===== src/rtl/de_ex_pipeline_register.sv =====
// -----------------------------------------------------------------------------
// de_ex_pipeline_register
//
// Purpose:
//   DE/EX pipeline register for a 5-stage RISC-V style core. It captures every
//   decode-stage field into the EX stage on each rising clock edge. A load-use
//   stall (HDUStall) or a taken branch/jump resolved in EX (NextPCSrc) turns the
//   EX slot into an all-zero bubble. The stage never holds; the upstream IF/DE
//   register and PC hold the stalled instruction. Two saturating 16-bit
//   counters report how many stall bubbles and flush bubbles were inserted.
//
// Ports:
//   clk, rst                  clock and synchronous active-high reset
//   HDUStall                  load-use stall request (bubble, counted as stall)
//   NextPCSrc                 branch/jump flush request (bubble, counted as flush)
//   pc_de, ru_rs1_de,
//   ru_rs2_de, imm_de   [31:0] DE-stage PC, register-file data, immediate
//   rs1_de, rs2_de, rd_de [4:0] DE-stage register indices
//   RUWr_de, DMWr_de, DMRd_de,
//   ALUASrc_de, ALUBSrc_de     DE-stage single-bit controls
//   ALUOp_de [3:0], BrOp_de [4:0],
//   DMCtrl_de [2:0], RUDataWrSrc_de [1:0]  DE-stage control fields
//   *_ex                      registered copies of every DE field
//   valid_ex                  1 = EX holds a real instruction, 0 = bubble
//   stall_cnt, flush_cnt [15:0] saturating bubble counters
// -----------------------------------------------------------------------------
module de_ex_pipeline_register (
    input  logic        clk,
    input  logic        rst,
    input  logic        HDUStall,
    input  logic        NextPCSrc,
    input  logic [31:0] pc_de,
    input  logic [31:0] ru_rs1_de,
    input  logic [31:0] ru_rs2_de,
    input  logic [31:0] imm_de,
    input  logic [4:0]  rs1_de,
    input  logic [4:0]  rs2_de,
    input  logic [4:0]  rd_de,
    input  logic        RUWr_de,
    input  logic        DMWr_de,
    input  logic        DMRd_de,
    input  logic        ALUASrc_de,
    input  logic        ALUBSrc_de,
    input  logic [3:0]  ALUOp_de,
    input  logic [4:0]  BrOp_de,
    input  logic [2:0]  DMCtrl_de,
    input  logic [1:0]  RUDataWrSrc_de,
    output logic [31:0] pc_ex,
    output logic [31:0] ru_rs1_ex,
    output logic [31:0] ru_rs2_ex,
    output logic [31:0] imm_ex,
    output logic [4:0]  rs1_ex,
    output logic [4:0]  rs2_ex,
    output logic [4:0]  rd_ex,
    output logic        RUWr_ex,
    output logic        DMWr_ex,
    output logic        DMRd_ex,
    output logic        ALUASrc_ex,
    output logic        ALUBSrc_ex,
    output logic [3:0]  ALUOp_ex,
    output logic [4:0]  BrOp_ex,
    output logic [2:0]  DMCtrl_ex,
    output logic [1:0]  RUDataWrSrc_ex,
    output logic        valid_ex,
    output logic [15:0] stall_cnt,
    output logic [15:0] flush_cnt
);

    // Increment that sticks at all-ones instead of wrapping.
    function automatic logic [15:0] sat_inc(input logic [15:0] value);
        logic [15:0] result;
        if (value == 16'hFFFF) begin
            result = value;
        end else begin
            result = value + 16'd1;
        end
        return result;
    endfunction

    logic        bubble_s;
    logic        stall_evt_s;
    logic        flush_evt_s;

    logic [31:0] pc_d,          pc_q;
    logic [31:0] ru_rs1_d,      ru_rs1_q;
    logic [31:0] ru_rs2_d,      ru_rs2_q;
    logic [31:0] imm_d,         imm_q;
    logic [4:0]  rs1_d,         rs1_q;
    logic [4:0]  rs2_d,         rs2_q;
    logic [4:0]  rd_d,          rd_q;
    logic        ruwr_d,        ruwr_q;
    logic        dmwr_d,        dmwr_q;
    logic        dmrd_d,        dmrd_q;
    logic        alu_a_src_d,   alu_a_src_q;
    logic        alu_b_src_d,   alu_b_src_q;
    logic [3:0]  alu_op_d,      alu_op_q;
    logic [4:0]  br_op_d,       br_op_q;
    logic [2:0]  dm_ctrl_d,     dm_ctrl_q;
    logic [1:0]  wr_src_d,      wr_src_q;
    logic        valid_d,       valid_q;
    logic [15:0] stall_cnt_d,   stall_cnt_q;
    logic [15:0] flush_cnt_d,   flush_cnt_q;

    // Classify this cycle: any request makes a bubble; flush wins the count.
    always_comb begin
        bubble_s    = HDUStall | NextPCSrc;
        flush_evt_s = NextPCSrc;
        stall_evt_s = HDUStall & ~NextPCSrc;
    end

    // Next EX slot contents: DE fields on a normal load, all zeros on a bubble.
    always_comb begin
        pc_d        = 32'h0000_0000;
        ru_rs1_d    = 32'h0000_0000;
        ru_rs2_d    = 32'h0000_0000;
        imm_d       = 32'h0000_0000;
        rs1_d       = 5'd0;
        rs2_d       = 5'd0;
        rd_d        = 5'd0;
        ruwr_d      = 1'b0;
        dmwr_d      = 1'b0;
        dmrd_d      = 1'b0;
        alu_a_src_d = 1'b0;
        alu_b_src_d = 1'b0;
        alu_op_d    = 4'd0;
        br_op_d     = 5'd0;
        dm_ctrl_d   = 3'd0;
        wr_src_d    = 2'd0;
        valid_d     = 1'b0;
        if (bubble_s) begin
            // rd=0 / RUWr=0 / DMWr=0 / DMRd=0 / BrOp=0 keep the bubble inert
            // for forwarding, writeback, memory and hazard detection.
            valid_d = 1'b0;
        end else begin
            pc_d        = pc_de;
            ru_rs1_d    = ru_rs1_de;
            ru_rs2_d    = ru_rs2_de;
            imm_d       = imm_de;
            rs1_d       = rs1_de;
            rs2_d       = rs2_de;
            rd_d        = rd_de;
            ruwr_d      = RUWr_de;
            dmwr_d      = DMWr_de;
            dmrd_d      = DMRd_de;
            alu_a_src_d = ALUASrc_de;
            alu_b_src_d = ALUBSrc_de;
            alu_op_d    = ALUOp_de;
            br_op_d     = BrOp_de;
            dm_ctrl_d   = DMCtrl_de;
            wr_src_d    = RUDataWrSrc_de;
            valid_d     = 1'b1;
        end
    end

    // Next values of the saturating bubble counters.
    always_comb begin
        stall_cnt_d = stall_cnt_q;
        flush_cnt_d = flush_cnt_q;
        if (stall_evt_s) begin
            stall_cnt_d = sat_inc(stall_cnt_q);
        end else begin
            stall_cnt_d = stall_cnt_q;
        end
        if (flush_evt_s) begin
            flush_cnt_d = sat_inc(flush_cnt_q);
        end else begin
            flush_cnt_d = flush_cnt_q;
        end
    end

    // Stage register with synchronous reset dominating every other input.
    always_ff @(posedge clk) begin
        if (rst) begin
            pc_q        <= 32'h0000_0000;
            ru_rs1_q    <= 32'h0000_0000;
            ru_rs2_q    <= 32'h0000_0000;
            imm_q       <= 32'h0000_0000;
            rs1_q       <= 5'd0;
            rs2_q       <= 5'd0;
            rd_q        <= 5'd0;
            ruwr_q      <= 1'b0;
            dmwr_q      <= 1'b0;
            dmrd_q      <= 1'b0;
            alu_a_src_q <= 1'b0;
            alu_b_src_q <= 1'b0;
            alu_op_q    <= 4'd0;
            br_op_q     <= 5'd0;
            dm_ctrl_q   <= 3'd0;
            wr_src_q    <= 2'd0;
            valid_q     <= 1'b0;
            stall_cnt_q <= 16'd0;
            flush_cnt_q <= 16'd0;
        end else begin
            pc_q        <= pc_d;
            ru_rs1_q    <= ru_rs1_d;
            ru_rs2_q    <= ru_rs2_d;
            imm_q       <= imm_d;
            rs1_q       <= rs1_d;
            rs2_q       <= rs2_d;
            rd_q        <= rd_d;
            ruwr_q      <= ruwr_d;
            dmwr_q      <= dmwr_d;
            dmrd_q      <= dmrd_d;
            alu_a_src_q <= alu_a_src_d;
            alu_b_src_q <= alu_b_src_d;
            alu_op_q    <= alu_op_d;
            br_op_q     <= br_op_d;
            dm_ctrl_q   <= dm_ctrl_d;
            wr_src_q    <= wr_src_d;
            valid_q     <= valid_d;
            stall_cnt_q <= stall_cnt_d;
            flush_cnt_q <= flush_cnt_d;
        end
    end

    assign pc_ex          = pc_q;
    assign ru_rs1_ex      = ru_rs1_q;
    assign ru_rs2_ex      = ru_rs2_q;
    assign imm_ex         = imm_q;
    assign rs1_ex         = rs1_q;
    assign rs2_ex         = rs2_q;
    assign rd_ex          = rd_q;
    assign RUWr_ex        = ruwr_q;
    assign DMWr_ex        = dmwr_q;
    assign DMRd_ex        = dmrd_q;
    assign ALUASrc_ex     = alu_a_src_q;
    assign ALUBSrc_ex     = alu_b_src_q;
    assign ALUOp_ex       = alu_op_q;
    assign BrOp_ex        = br_op_q;
    assign DMCtrl_ex      = dm_ctrl_q;
    assign RUDataWrSrc_ex = wr_src_q;
    assign valid_ex       = valid_q;
    assign stall_cnt      = stall_cnt_q;
    assign flush_cnt      = flush_cnt_q;

endmodule


===== config.mk =====
export PLATFORM = sky130hd
export DESIGN_NAME = de_ex_pipeline_register
export DESIGN_NICKNAME = d
export VERILOG_FILES = /design/src/rtl/de_ex_pipeline_register.sv
export SDC_FILE = /design/constraint.sdc
export NUM_CORES = 1
export LEC_CHECK = 0
export CAP_MARGIN = 0
export CORE_AREA = 2 2 139 141
export DETAILED_ROUTE_END_ITERATION = 6
export DIE_AREA = 0 0 141 143
export PLACE_DENSITY_LB_ADDON = 0.05
export REMOVE_ABC_BUFFERS = 1
export SLEW_MARGIN = 0
export SYNTH_ARGS = -nofsm -noshare
export SYNTH_HDL_FRONTEND = slang
export SYNTH_SLANG_ARGS = --single-unit

===== constraint.sdc =====
create_clock -name clk -period 2.25 [get_ports clk]
set_clock_uncertainty 0.1 [all_clocks]
set_input_delay 0.225 -clock clk [delete_from_list [all_inputs] [get_ports clk]]
set_output_delay 0.225 -clock clk [all_outputs]
set_load 0.02 [all_outputs]

# [After elaboration in Yosys (flattened, before gate mapping)]
# Cells that the tools add are included.
[word_totals] regBits=195 in_bits=166 wordCells=32
[classes] n_addsub=2 n_eq_ne=2 n_mux=1 bitwise=5 reduce_logical=3
[ops] cell="16-bit by 1-bit adder with 16-bit output, second input constant" count=2
[ops] cell="16-bit equality test, second input constant" count=2
[ops] cell="2-bit AND reduction" count=2
[ops] cell="1-bit NOT" count=3
[ops] cell="2-bit OR reduction" count=1
[ops] cell="1-bit AND" count=1
[ops] cell="1-bit 2-to-1 mux" count=1
[ops] cell="1-bit OR" count=1

# [Depth between registers and ports, before layout]
[logic_depth] ltp_word=3 mapped_depth=5 depth_no_buf=5

# [Worst setup path after synthesis]
# OpenSTA, ideal clock, no wires.
[synth_path] kind="flip-flop to flip-flop" from="register stall_cnt_q[0], in the netlist stall_cnt[0]" to="register stall_cnt_q[14], in the netlist stall_cnt[14]" setup_ps=71 arrival_time_ps=1979 required_time_ps=2079 slack_ps=101 stages_incl_launch_ff=6 synth_period_minus_slack_ps=2149 cell_sequence="dfxtp_1 -> ha_1 -> nand4_1 -> or3_1 -> or4_1 -> a21oi_1"
[synth_between] elab_chain_len=3 elab_cells_between_ends=4
[synth_rtl] element="from (decl)" line_no="101" rtl="logic [15:0] stall_cnt_d, stall_cnt_q;"
[synth_rtl] element="from (signal assigned)" line_no="211" rtl="stall_cnt_q <= stall_cnt_d;"
[synth_rtl] element="branches (longest 3 deep; another with 16-bit by 1-bit adder with 16-bit output)"
# Several ways; the timed one is not identified.
# A chain may end at the register's enable or synchronous reset.

# [Worst setup path after layout]
[layout_path] from="register stall_cnt_q[3], in the netlist stall_cnt[3]" to="register stall_cnt_q[15], in the netlist stall_cnt[15]"
# The elaborated chain is that of the path after synthesis.

==> results.sh <==
export IMPL_synth_edf_count=0
export IMPL_antenna_cells=0
export IMPL_post_place_ws_ns=-0.175
export IMPL_cp_end_kind="flop"
export IMPL_async_flop_share=0
export IMPL_area_growth_pct=75.0
export IMPL_yosysUniqueCellTypes=38
export IMPL_fin_crit_sh=0.946
export IMPL_cts_tree="yes"
export IMPL_cts_inserted_buffers=17
export IMPL_yosysWarnings=0
export IMPL_routed_wirelength_mm=19.3
export IMPL_cts_root_buf="clkbuf_16"
export IMPL_fmax_mhz=470
export IMPL_synthFlopType="dfxtp_1"
export IMPL_drc_errors=0
export IMPL_dieWidth_um=141
export IMPL_synth_area_um2=6010
export IMPL_setup_viol=0
export IMPL_cts_resized=0
export IMPL_synth_top_area_frac=0.650
export IMPL_synthTopCellsByArea="dfxtp_1 65%, and2_1 17%, a21oi_1 1.4%"
export IMPL_drv_slew=0
export IMPL_cp_required_ns=2.46
export IMPL_postCtsSetupRepairBufs=0
export IMPL_coreArea_um2=18600
export IMPL_cts_max_path_buffers=2
export IMPL_syn_inst=543
export IMPL_cts_sinks=195
export IMPL_tightest_slew_ns=0.618
export IMPL_post_dp_cell_area_um2=9960
export IMPL_maxCapViolCount=0
export IMPL_first_global_vias=5254
export IMPL_clock_latency_ns=0.42
export IMPL_hpwl_mm=15.4
export IMPL_stdcell_area_um2=10500
export IMPL_chipHeight_um=143
export IMPL_hold_path_class="input pin to flop"
export IMPL_detail_route_antenna_nets=0
export IMPL_syn_avg_cell_area_um2=11.1
export IMPL_ys_seq_elements=195
export IMPL_powerDensity_nw_per_um2=681
export IMPL_wl_per_cell_um=16.7
export IMPL_drive_above_1_share=0.0552
export IMPL_grt_overflow_total=0
export IMPL_ctsHtreeMaxLevel=4
export IMPL_grt_pass1_wl_mm=28.9
export IMPL_worstSetupPathType="flop to flop"
export IMPL_fin_crit_ns=2.13
export IMPL_start_util=0.323
export IMPL_path_max_fanout=9
export IMPL_place_gp_congestion=0.807
export IMPL_rows=50
export IMPL_grt_usage=0.190
export IMPL_nNetsFinal=1079
export IMPL_cts_hold_buf=0
export IMPL_yosysSeqAreaShare=0.650
export IMPL_outcome="completed"
export IMPL_vias=5154
export IMPL_ioPinCount=361
export IMPL_irDropWorstVdd_v=0.000512
export IMPL_setup_slack_ns=0.121
export IMPL_power_leakage_nw=3.93
export IMPL_worstPathArrival_ns=2.34
export IMPL_hold_violations=0
export IMPL_dr_pass1_iters=4
export IMPL_worstSetupStartpointType="flop"
export IMPL_clkTransAtPathRegs_ns=0.07
export IMPL_relSlewSlack=0.584
export IMPL_rsz0062_at_grt="no"
export IMPL_io_buffer_count=360
export IMPL_grt_max_degree=84
export IMPL_drtIter0Drc=183
export IMPL_die_area_um2=20200
export IMPL_routed_via_density=4.45
export IMPL_yosys_area_top_type="dfxtp_1"
export IMPL_antenna_found_initial=1
-- placed cells by master (no fill, tap or decap), types with 4 or more instances in the layout --
cell             count
clkbuf_16           17
o31ai_1              9
nor2b_1              4
clkdlybuf4s50_1    360
nand2_1             11
buf_4               11
or4_1                9
inv_1                6
dfxtp_1            195
o21ai_0              6
or3_1                8
nor4_1               5
nand4_1             11
inv_6                4
a21oi_1             17
nor3_1               7
mux2_2               4
nand3_1             12
nor2_1              18
and2_1             162
-- worst max-delay path, cell delays in order (launching register included) --
cell and delay, ns:
dfxtp_1 0.42, nand3_1 0.11, or4_1 0.66, nor4_1 0.35, mux2_1 0.36
-- cell families (layout without fill, tap and decap cells) --
family                     after synthesis  count (layout)  share of synthesized area
buffers and inverters                   31             412                     0.0196
adders and majority gates                2               2                    0.00416
AOI/OAI and AO/OA                       42              42                     0.0435
muxes                                    8               8                     0.0144
xor gates and xnor gates                 2               2                    0.00292
and+or+nand+nor                        263             263                      0.266
DFF                                    195             195                      0.650
-- sequential cells by signal, indices dropped and copies added, names as in the netlist --
| name | cells |
|---|---|
| DMCtrl_ex | 3 |
| rs1_ex | 5 |
| BrOp_ex | 5 |
| RUDataWrSrc_ex | 2 |
| ALUOp_ex | 4 |
| ru_rs2_ex | 32 |
| stall_cnt | 16 |
| DMWr_ex | 1 |
| imm_ex | 32 |
| ALUASrc_ex | 1 |
| rd_ex | 5 |
| rs2_ex | 5 |
| pc_ex | 32 |
| ALUBSrc_ex | 1 |
| DMRd_ex | 1 |
| valid_ex | 1 |
| RUWr_ex | 1 |
| ru_rs1_ex | 32 |
| flush_cnt | 16 |
-- report_power, final --
part	total, W	switching, W	internal (W)
Sequential	0.00356	0.0000276	0.00353
Clock	0.00290	0.00135	0.00156
Combinational	0.000693	0.000253	0.000440
-- through the flow --
| stage | total power [W] | hold slack [ns] | utilization | std cells | TNS (ns) |
|---|---|---|---|---|---|
| after detailed placement | 0.00434 | 0.404 | 0.536 | 1126 | -0.416 |
| after global routing | 0.00744 | 0.231 | 0.566 | 1158 | 0 |
| final | 0.00716 | 0.253 | 0.566 | 1158 | 0 |
| after CTS | 0.00726 | 0.232 | 0.566 | 1158 | 0 |
| after floorplan | 0.00383 | 0.194 | - | 518 | -226.22 |
| after global placement | 0.00433 | 0.389 | 0.536 | 1126 | -0.388 |
-- cells in the mapped netlist (all sizes together), types with 3 or more instances --
cell / instances
o31ai: 9
nor4: 8
nor3b: 3
inv: 6
and2: 162
buf: 3
nand2: 11
nand4: 11
nor2: 18
nand3: 12
nor2b: 4
o21ai: 6
a21oi: 17
and4: 3
mux2i: 3
nand2b: 3
dfxtp: 195
mux2: 5
or4: 9
clkbuf: 22
nor3: 8
or3: 8
-- worst paths after layout --
| kind | from | endpoint | slack, ns | cells past startpoint |
|---|---|---|---|---|
| worst max-delay path | stall_cnt[3] | stall_cnt[15] | 0.12 | 4 |
| worst min register to register | flush_cnt[14] | flush_cnt[14] | 0.41 | 2 |
| worst min-delay path | ru_rs1_de[16] | ru_rs1_ex[16] | 0.25 | 2 |
| worst max register to register | stall_cnt[3] | stall_cnt[15] | 0.12 | 4 |
-- layer usage --
| layer | part of all wire | global-route usage |
|---|---|---|
| met1 | 0.33 | 0.175 |
| met2 | 0.53 | 0.350 |
| met3 | 0.11 | 0.112 |
| met4 | 0.019 | 0.0600 |
| met5 | 0.00036 | 0 |
-- area by class of cell --
cell class | instances | area, um2
well taps | 234 | 293
fillers | 1606 | 8060
flip-flops and latches | 195 | 3900
multi-input cells | 317 | 1990
clock inverters | 12 | 121
repair buffers | 374 | 3750
clock buffers | 20 | 437
inverters | 6 | 22.5
Power figures use the tool's default switching activity.
